## config.mk

```make
export PLATFORM = sky130hd
export DESIGN_NAME = fetch_trace_buf
export DESIGN_NICKNAME = d
export VERILOG_FILES = /design/src/rtl/fetch_trace_pkg.sv /design/src/rtl/fetch_trace_buf_fifo.sv /design/src/rtl/fetch_trace_buf.sv
export SDC_FILE = /design/constraint.sdc
export NUM_CORES = 2
export LEC_CHECK = 0
export CELL_PAD_IN_SITES_DETAIL_PLACEMENT = 0
export CELL_PAD_IN_SITES_GLOBAL_PLACEMENT = 2
export CORE_ASPECT_RATIO = 1.25
export CORE_MARGIN = 2
export CORE_UTILIZATION = 48
export DETAILED_ROUTE_END_ITERATION = 16
export GPL_ROUTABILITY_DRIVEN = 0
export GPL_TIMING_DRIVEN = 0
export HOLD_SLACK_MARGIN = 0.03
export PLACE_DENSITY = 0.89
export SYNTH_ARGS = -nofsm -noshare
export SYNTH_HDL_FRONTEND = slang
export SYNTH_SLANG_ARGS = --single-unit
```

## constraint.sdc

```tcl
create_clock -name clk -period 23.3 [get_ports clk]
set_input_delay 4.66 -clock clk [delete_from_list [all_inputs] [get_ports clk]]
set_output_delay 4.66 -clock clk [all_outputs]
set_load 0.005 [all_outputs]
```

## src/rtl/fetch_trace_pkg.sv

```systemverilog
// Shared definitions for the fetch trace buffer.
// Holds the trace entry flag layout, field offsets, the entry width
// computation and the saturating increment used by the event counters.
// Entry layout, MSB to LSB: {pc, tval, inst, trap_en, bj_en, page_fault, invalid, cause[4:0]}
package fetch_trace_pkg;

    localparam int FLAG_W  = 9;
    localparam int CAUSE_W = 5;

    // Bit positions inside the low FLAG_W bits of an entry
    localparam int FLG_CAUSE_LSB = 0;
    localparam int FLG_INVALID   = 5;
    localparam int FLG_PF        = 6;
    localparam int FLG_BJ        = 7;
    localparam int FLG_TRAP      = 8;

    // Event counter indices
    localparam int NUM_CNT   = 5;
    localparam int CNT_FETCH = 0;
    localparam int CNT_TRAP  = 1;
    localparam int CNT_BJ    = 2;
    localparam int CNT_STALL = 3;
    localparam int CNT_PF    = 4;

    // Widest counter the saturating helper handles
    localparam int CNT_MAX_W = 64;

    typedef struct packed {
        logic                trap_en;
        logic                bj_en;
        logic                page_fault;
        logic                invalid;
        logic [CAUSE_W-1:0]  cause;
    } flags_t;

    function automatic int e_w(input int pc_w, input int inst_w);
        return 2 * pc_w + inst_w + FLAG_W;
    endfunction

    // Increment by inc, holding at max_v once reached
    function automatic logic [CNT_MAX_W-1:0] sat_inc(
        input logic [CNT_MAX_W-1:0] v,
        input logic [CNT_MAX_W-1:0] max_v,
        input logic                 inc
    );
        return (inc && (v != max_v)) ? v + 64'd1 : v;
    endfunction

endpackage

```

## src/rtl/fetch_trace_buf_fifo.sv

```systemverilog
// trace_fifo: circular trace storage with stop-when-full or overwrite-oldest.
// Ports:
//   clk, rst        clock, asynchronous active-high reset
//   clr             synchronous clear of pointers, count and overflow
//   wrap            0: drop when full; 1: overwrite oldest when full
//   push, wr_data   write request and entry
//   rd_valid/rd_ready/rd_data  readout; pop when rd_valid & rd_ready
//   count           entries held
//   overflow        sticky: an entry was dropped or overwritten
// Memory is not reset; rd_data is forced to zero while empty.
module trace_fifo #(
    parameter int DEPTH = 16,
    parameter int E_W   = 169
) (
    input  logic                         clk,
    input  logic                         rst,
    input  logic                         clr,
    input  logic                         wrap,
    input  logic                         push,
    input  logic [E_W-1:0]               wr_data,
    output logic                         rd_valid,
    input  logic                         rd_ready,
    output logic [E_W-1:0]               rd_data,
    output logic [$clog2(DEPTH+1)-1:0]   count,
    output logic                         overflow
);

    localparam int AW = $clog2(DEPTH);
    localparam int CW = $clog2(DEPTH+1);

    logic [E_W-1:0] mem [DEPTH];
    logic [AW-1:0]  wr_ptr;
    logic [AW-1:0]  rd_ptr;
    logic           full;
    logic           pop;
    logic           wr_norm;    // write that occupies a free (or freed) slot
    logic           wr_over;    // full, no pop, wrap: replace the oldest entry

    assign full     = (count == CW'(DEPTH));
    assign rd_valid = (count != '0);
    assign pop      = rd_valid & rd_ready;
    assign wr_norm  = push & (~full | pop);
    assign wr_over  = push & full & ~pop & wrap;
    assign rd_data  = rd_valid ? mem[rd_ptr] : '0;

    always_ff @(posedge clk) begin
        if (!clr && (wr_norm || wr_over)) begin
            mem[wr_ptr] <= wr_data;
        end
    end

    always_ff @(posedge clk or posedge rst) begin
        if (rst) begin
            wr_ptr   <= '0;
            rd_ptr   <= '0;
            count    <= '0;
            overflow <= 1'b0;
        end else if (clr) begin
            wr_ptr   <= '0;
            rd_ptr   <= '0;
            count    <= '0;
            overflow <= 1'b0;
        end else begin
            // DEPTH is a power of two, so pointers wrap by natural rollover
            if (wr_norm || wr_over) wr_ptr <= wr_ptr + AW'(1);
            if (pop || wr_over)     rd_ptr <= rd_ptr + AW'(1);
            if (push && full && !pop) overflow <= 1'b1;
            case ({wr_norm, pop})
                2'b10:   count <= count + CW'(1);
                2'b01:   count <= count - CW'(1);
                default: count <= count;
            endcase
        end
    end

endmodule

```

## src/rtl/fetch_trace_buf.sv

```systemverilog
// fetch_trace_buf: captures fetch-stage events into a circular trace buffer.
// Read-only toward the pipeline. Filters captures by an inclusive PC window,
// can freeze capture after a captured trap, and keeps saturating event counters.
// Ports:
//   clk, rst, clr                    clock, async reset, synchronous clear
//   cfg_en, cfg_wrap, cfg_freeze_on_trap, cfg_pc_lo, cfg_pc_hi   configuration
//   pc, inst, trap_en, bj_en, stall, page_fault, invalid, cause, tval   fetch status
//   rd_valid, rd_ready, rd_data      oldest-entry readout (valid/ready)
//   count, overflow, frozen          buffer status
//   cnt_fetch .. cnt_pf              saturating event counters
module fetch_trace_buf
    import fetch_trace_pkg::*;
#(
    parameter int DEPTH  = 16,
    parameter int PC_W   = 64,
    parameter int INST_W = 32,
    parameter int CNT_W  = 32,
    parameter int E_W    = e_w(PC_W, INST_W)
) (
    input  logic                        clk,
    input  logic                        rst,
    input  logic                        clr,
    input  logic                        cfg_en,
    input  logic                        cfg_wrap,
    input  logic                        cfg_freeze_on_trap,
    input  logic [PC_W-1:0]             cfg_pc_lo,
    input  logic [PC_W-1:0]             cfg_pc_hi,
    input  logic [PC_W-1:0]             pc,
    input  logic [INST_W-1:0]           inst,
    input  logic                        trap_en,
    input  logic                        bj_en,
    input  logic                        stall,
    input  logic                        page_fault,
    input  logic                        invalid,
    input  logic [4:0]                  cause,
    input  logic [PC_W-1:0]             tval,
    output logic                        rd_valid,
    input  logic                        rd_ready,
    output logic [E_W-1:0]              rd_data,
    output logic [$clog2(DEPTH+1)-1:0]  count,
    output logic                        overflow,
    output logic                        frozen,
    output logic [CNT_W-1:0]            cnt_fetch,
    output logic [CNT_W-1:0]            cnt_trap,
    output logic [CNT_W-1:0]            cnt_bj,
    output logic [CNT_W-1:0]            cnt_stall,
    output logic [CNT_W-1:0]            cnt_pf
);

    localparam logic [CNT_MAX_W-1:0] CNT_MAX = CNT_MAX_W'({CNT_W{1'b1}});

    logic               in_window;
    logic               cap;
    flags_t             flags;
    logic [E_W-1:0]     entry;
    logic [NUM_CNT-1:0] ev;
    logic [CNT_W-1:0]   cnt_q [NUM_CNT];

    // An inverted window (lo > hi) can never satisfy both bounds
    assign in_window = (pc >= cfg_pc_lo) && (pc <= cfg_pc_hi);
    assign cap       = cfg_en & ~frozen & ~stall & in_window;

    assign flags.trap_en    = trap_en;
    assign flags.bj_en      = bj_en;
    assign flags.page_fault = page_fault;
    assign flags.invalid    = invalid;
    assign flags.cause      = cause;
    assign entry            = {pc, tval, inst, flags};

    trace_fifo #(
        .DEPTH (DEPTH),
        .E_W   (E_W)
    ) u_fifo (
        .clk      (clk),
        .rst      (rst),
        .clr      (clr),
        .wrap     (cfg_wrap),
        .push     (cap),
        .wr_data  (entry),
        .rd_valid (rd_valid),
        .rd_ready (rd_ready),
        .rd_data  (rd_data),
        .count    (count),
        .overflow (overflow)
    );

    // The trap entry itself is written on the same edge that sets frozen
    always_ff @(posedge clk or posedge rst) begin
        if (rst) begin
            frozen <= 1'b0;
        end else if (clr) begin
            frozen <= 1'b0;
        end else if (cap && trap_en && cfg_freeze_on_trap) begin
            frozen <= 1'b1;
        end
    end

    // Counters observe every fetch while enabled, independent of window and freeze
    always_comb begin
        ev            = '0;
        ev[CNT_FETCH] = ~stall & ~invalid;
        ev[CNT_TRAP]  = trap_en;
        ev[CNT_BJ]    = bj_en;
        ev[CNT_STALL] = stall;
        ev[CNT_PF]    = page_fault;
    end

    always_ff @(posedge clk or posedge rst) begin
        if (rst) begin
            for (int i = 0; i < NUM_CNT; i++) cnt_q[i] <= '0;
        end else if (clr) begin
            for (int i = 0; i < NUM_CNT; i++) cnt_q[i] <= '0;
        end else if (cfg_en) begin
            for (int i = 0; i < NUM_CNT; i++) begin
                cnt_q[i] <= CNT_W'(sat_inc(CNT_MAX_W'(cnt_q[i]), CNT_MAX, ev[i]));
            end
        end
    end

    assign cnt_fetch = cnt_q[CNT_FETCH];
    assign cnt_trap  = cnt_q[CNT_TRAP];
    assign cnt_bj    = cnt_q[CNT_BJ];
    assign cnt_stall = cnt_q[CNT_STALL];
    assign cnt_pf    = cnt_q[CNT_PF];

endmodule

```

==> metrics.csv <==
metric,value,unit
synth_fa_ha_area_share,1.560,%
htreeDepth,5,
rrSetupSlack,18690,ps
cts_root_buf,clkbuf_16,
cp_max_fo,10,
ys.flop_type,edfxtp_1,
timing.rr.start,frozen,
worst_ep_arrival_time,6340,ps
cts_setup_buffers,0,
dieArea,242200,µm²
synth_xor_area_share,0.8961,%
die_w,440.6,µm
ys_types,62,
placed_cell_area,129200,µm²
synth_compound_gate_area_share,1.084,%
power_density,88.19,nW/µm²
synthMuxAreaShare,16.77,%
outcome,"finished, violations left",
area_growth,21.04,%
met3_length,27920,µm
crit_type,reg2out,
cp.required,18640,ps
dr.pass1.iters,5,
maxCapViolCount,1,
syn-instance-count,5359,
vias,60030,
nFillCells,16910,
finalHoldViolations,0,
fp.dieH,549.7,µm
grt_setup_unrepaired,false,
layout_commonest_cell,edfxtp_1,
dr.first_iter.drc_count,6229,
cpPeakStageDelay,1120,ps
synth_top_family_by_area,multiplexers,
ys_seq_area_share,74.83,%
slew_viol_final,3,
p_int,9.251,mW
rows,200,
post-place-ws,11430,ps
cts_hold_buf,0,
switching_share,24.21,%
period_minus_slack,11000,ps
nets,7072,
multi_input_area,27350,µm²
clkLatencyLatePin,850,ps
top_layer_used,met5,
fmax,90.92,MHz
num_io_pins,642,
leakagePower,44.40,nW
crit_family,buffers and inverters,
io_buffers,640,
final_area,138400,µm²
wl_met2,159900,µm
drc_errors,0,
syn_nets,5806,
ant_nets,0,
worst_slack,12300,ps
switchingPower,2.956,mW
grt_pass1_vias,62070,
ys_async_sr_fraction,6.078,%
wl_met1,113000,µm
crit_chain,clkbuf_1 -> clkbuf_1 -> clkbuf_1 -> buf_1 -> mux4_2 -> mux4_2 -> and2_1 -> clkdlybuf4s50_1,
track_usage,25.60,%
relSlewSlack,-6.129,%
synth-simple-area-share,3.507,%
yosysWarnings,0,
period_share,47.21,%
setup.worst_path.start_class,flop,
vias_per_cell,6.004,
dp.cells,9467,
p_seq_share,46.5,%
clock_power_share,37.4,%
cts_buffers,287,
comb_power_share,16.1,%
cp_slowest_cell,clkbuf_1,
grt_pass1_wl,441300,µm
dpl.hpwl,211600,µm
grt_overflow,0,
worst_pin_slew,1582,ps
hold_slack,509.3,ps
ys_ff_latch,2879,
synth-edff-count,2704,
finalClockSkew,44.78,ps
fp.coreArea,237200,µm²
drt-wirelength-per-cell,31.16,µm
ff_latch_area,85580,µm²
most-common-layout-cells,"2704 x edfxtp_1, 845 x mux4_2, 640 x clkdlybuf4s50_1",
synth_area_per_cell,21.34,µm²
drive_above_1_share,23.94,%
crit_buf_inv,5,
cts.repair.resized,0,
start_util,48.21,%
grt_start_max_net_pins,111,
post-route-util,58.35,%
wirelength,311500,µm
worstSetupEndpointType,output port,
hold_class,reg2reg,
antenna_found_initial,36,
cts_tree,done,
crit_start,u_fifo.rd_ptr[0],
path_clk_slew,60,ps
final-setup-viol-count,0,
p_total,12.21,mW
syn-cell-area,114400,µm²
final_cells,9999,
clock_path_buffers,4,
cts_sinks,2879,
violations,"capacitance limit, slew limit",
peakVddDrop,68.16,µV
crit_path_frequent_cell,clkbuf_1,
fin_tns_setup,0,ps
min_from,u_fifo.overflow,
-- layer usage --
| layer | vias up | global-route usage, % |
|---|---|---|
| li1 | 24680 | - |
| met1 | 31810 | 32.07 |
| met2 | 3012 | 43.99 |
| met3 | 502 | 5.823 |
| met4 | 24 | 8.637 |
| met5 | - | 0 |
-- worst register-to-register path, delay by kind of cell, from the launching register on --
| family | cells | cell delay, ps |
|---|---|---|
| compound gates | 2 | 630 |
| flops | 1 | 430 |
| simple gates | 4 | 2020 |
| buf+inv | 6 | 1240 |
-- logic make-up after synthesis --
kind of cell	count (synthesis)
adder cells (fa/ha/maj)	142
AO/OA/AOI/OAI	205
XOR/XNOR	117
flip-flops	2879
multiplexers	859
AND/OR/NAND/NOR	747
buffers and inverters	410
-- state kept, by name, indices dropped and copies added (netlist names) --
name / flops
cnt_bj: 32
cnt_fetch: 32
cnt_pf: 32
cnt_stall: 32
cnt_trap: 32
frozen: 1
u_fifo.count: 5
u_fifo.mem: 2704
u_fifo.overflow: 1
u_fifo.rd_ptr: 4
u_fifo.wr_ptr: 4
-- final timing paths --
| check | endpoint | cells past startpoint |
|---|---|---|
| setup reg to reg | u_fifo.mem[1][61] | 12 |
| hold reg to reg | u_fifo.overflow | 2 |
| hold / removal | u_fifo.overflow | 2 |
| min in group asynchronous | cnt_fetch[7] | 2 |
| setup / recovery | rd_data[129] | 8 |
| max in group asynchronous | cnt_stall[26] | 3 |
-- layout make-up --
type	count	share of cell area, %
buffer	244	0.6771
timing repair buffer	977	7.791
sequential	2879	61.83
clock buffer	356	5.520
tap	3131	2.830
multi-input combinational	2070	19.76
antenna	27	0.04881
inverter	166	0.4556
clock inverter	149	1.088
-- cells in the mapped netlist, drive strengths merged (51+ instances only) --
| library cell | count | area, µm² |
|---|---|---|
| buf | 51 | 195.2 |
| edfxtp | 2704 | 81200 |
| nand2 | 108 | 405.4 |
| nand4 | 62 | 394.1 |
| a21oi | 91 | 455.4 |
| inv | 166 | 623.1 |
| dfrtp | 175 | 4379 |
| clkbuf | 193 | 724.4 |
| mux4 | 845 | 19030 |
| o21ai | 57 | 285.3 |
| nor2 | 172 | 650.6 |
| and2 | 176 | 1101 |
| nand3 | 60 | 300.3 |
| xor2 | 75 | 656.9 |
| ha | 141 | 1764 |
-- power by group through the flow --
| stage | clock [mW] | combinational (mW) | sequential (mW) |
|---|---|---|---|
| after floorplan | 0 | 0.941 | 5.78 |
| after global placement | 0 | 1.96 | 5.79 |
| after detailed placement | 0 | 1.98 | 5.78 |
| after CTS | 4.63 | 2.00 | 5.67 |
| after global routing | 4.83 | 2.08 | 5.67 |
| final | 4.57 | 1.96 | 5.67 |
Note: power is estimated with default switching activity, not from simulation.
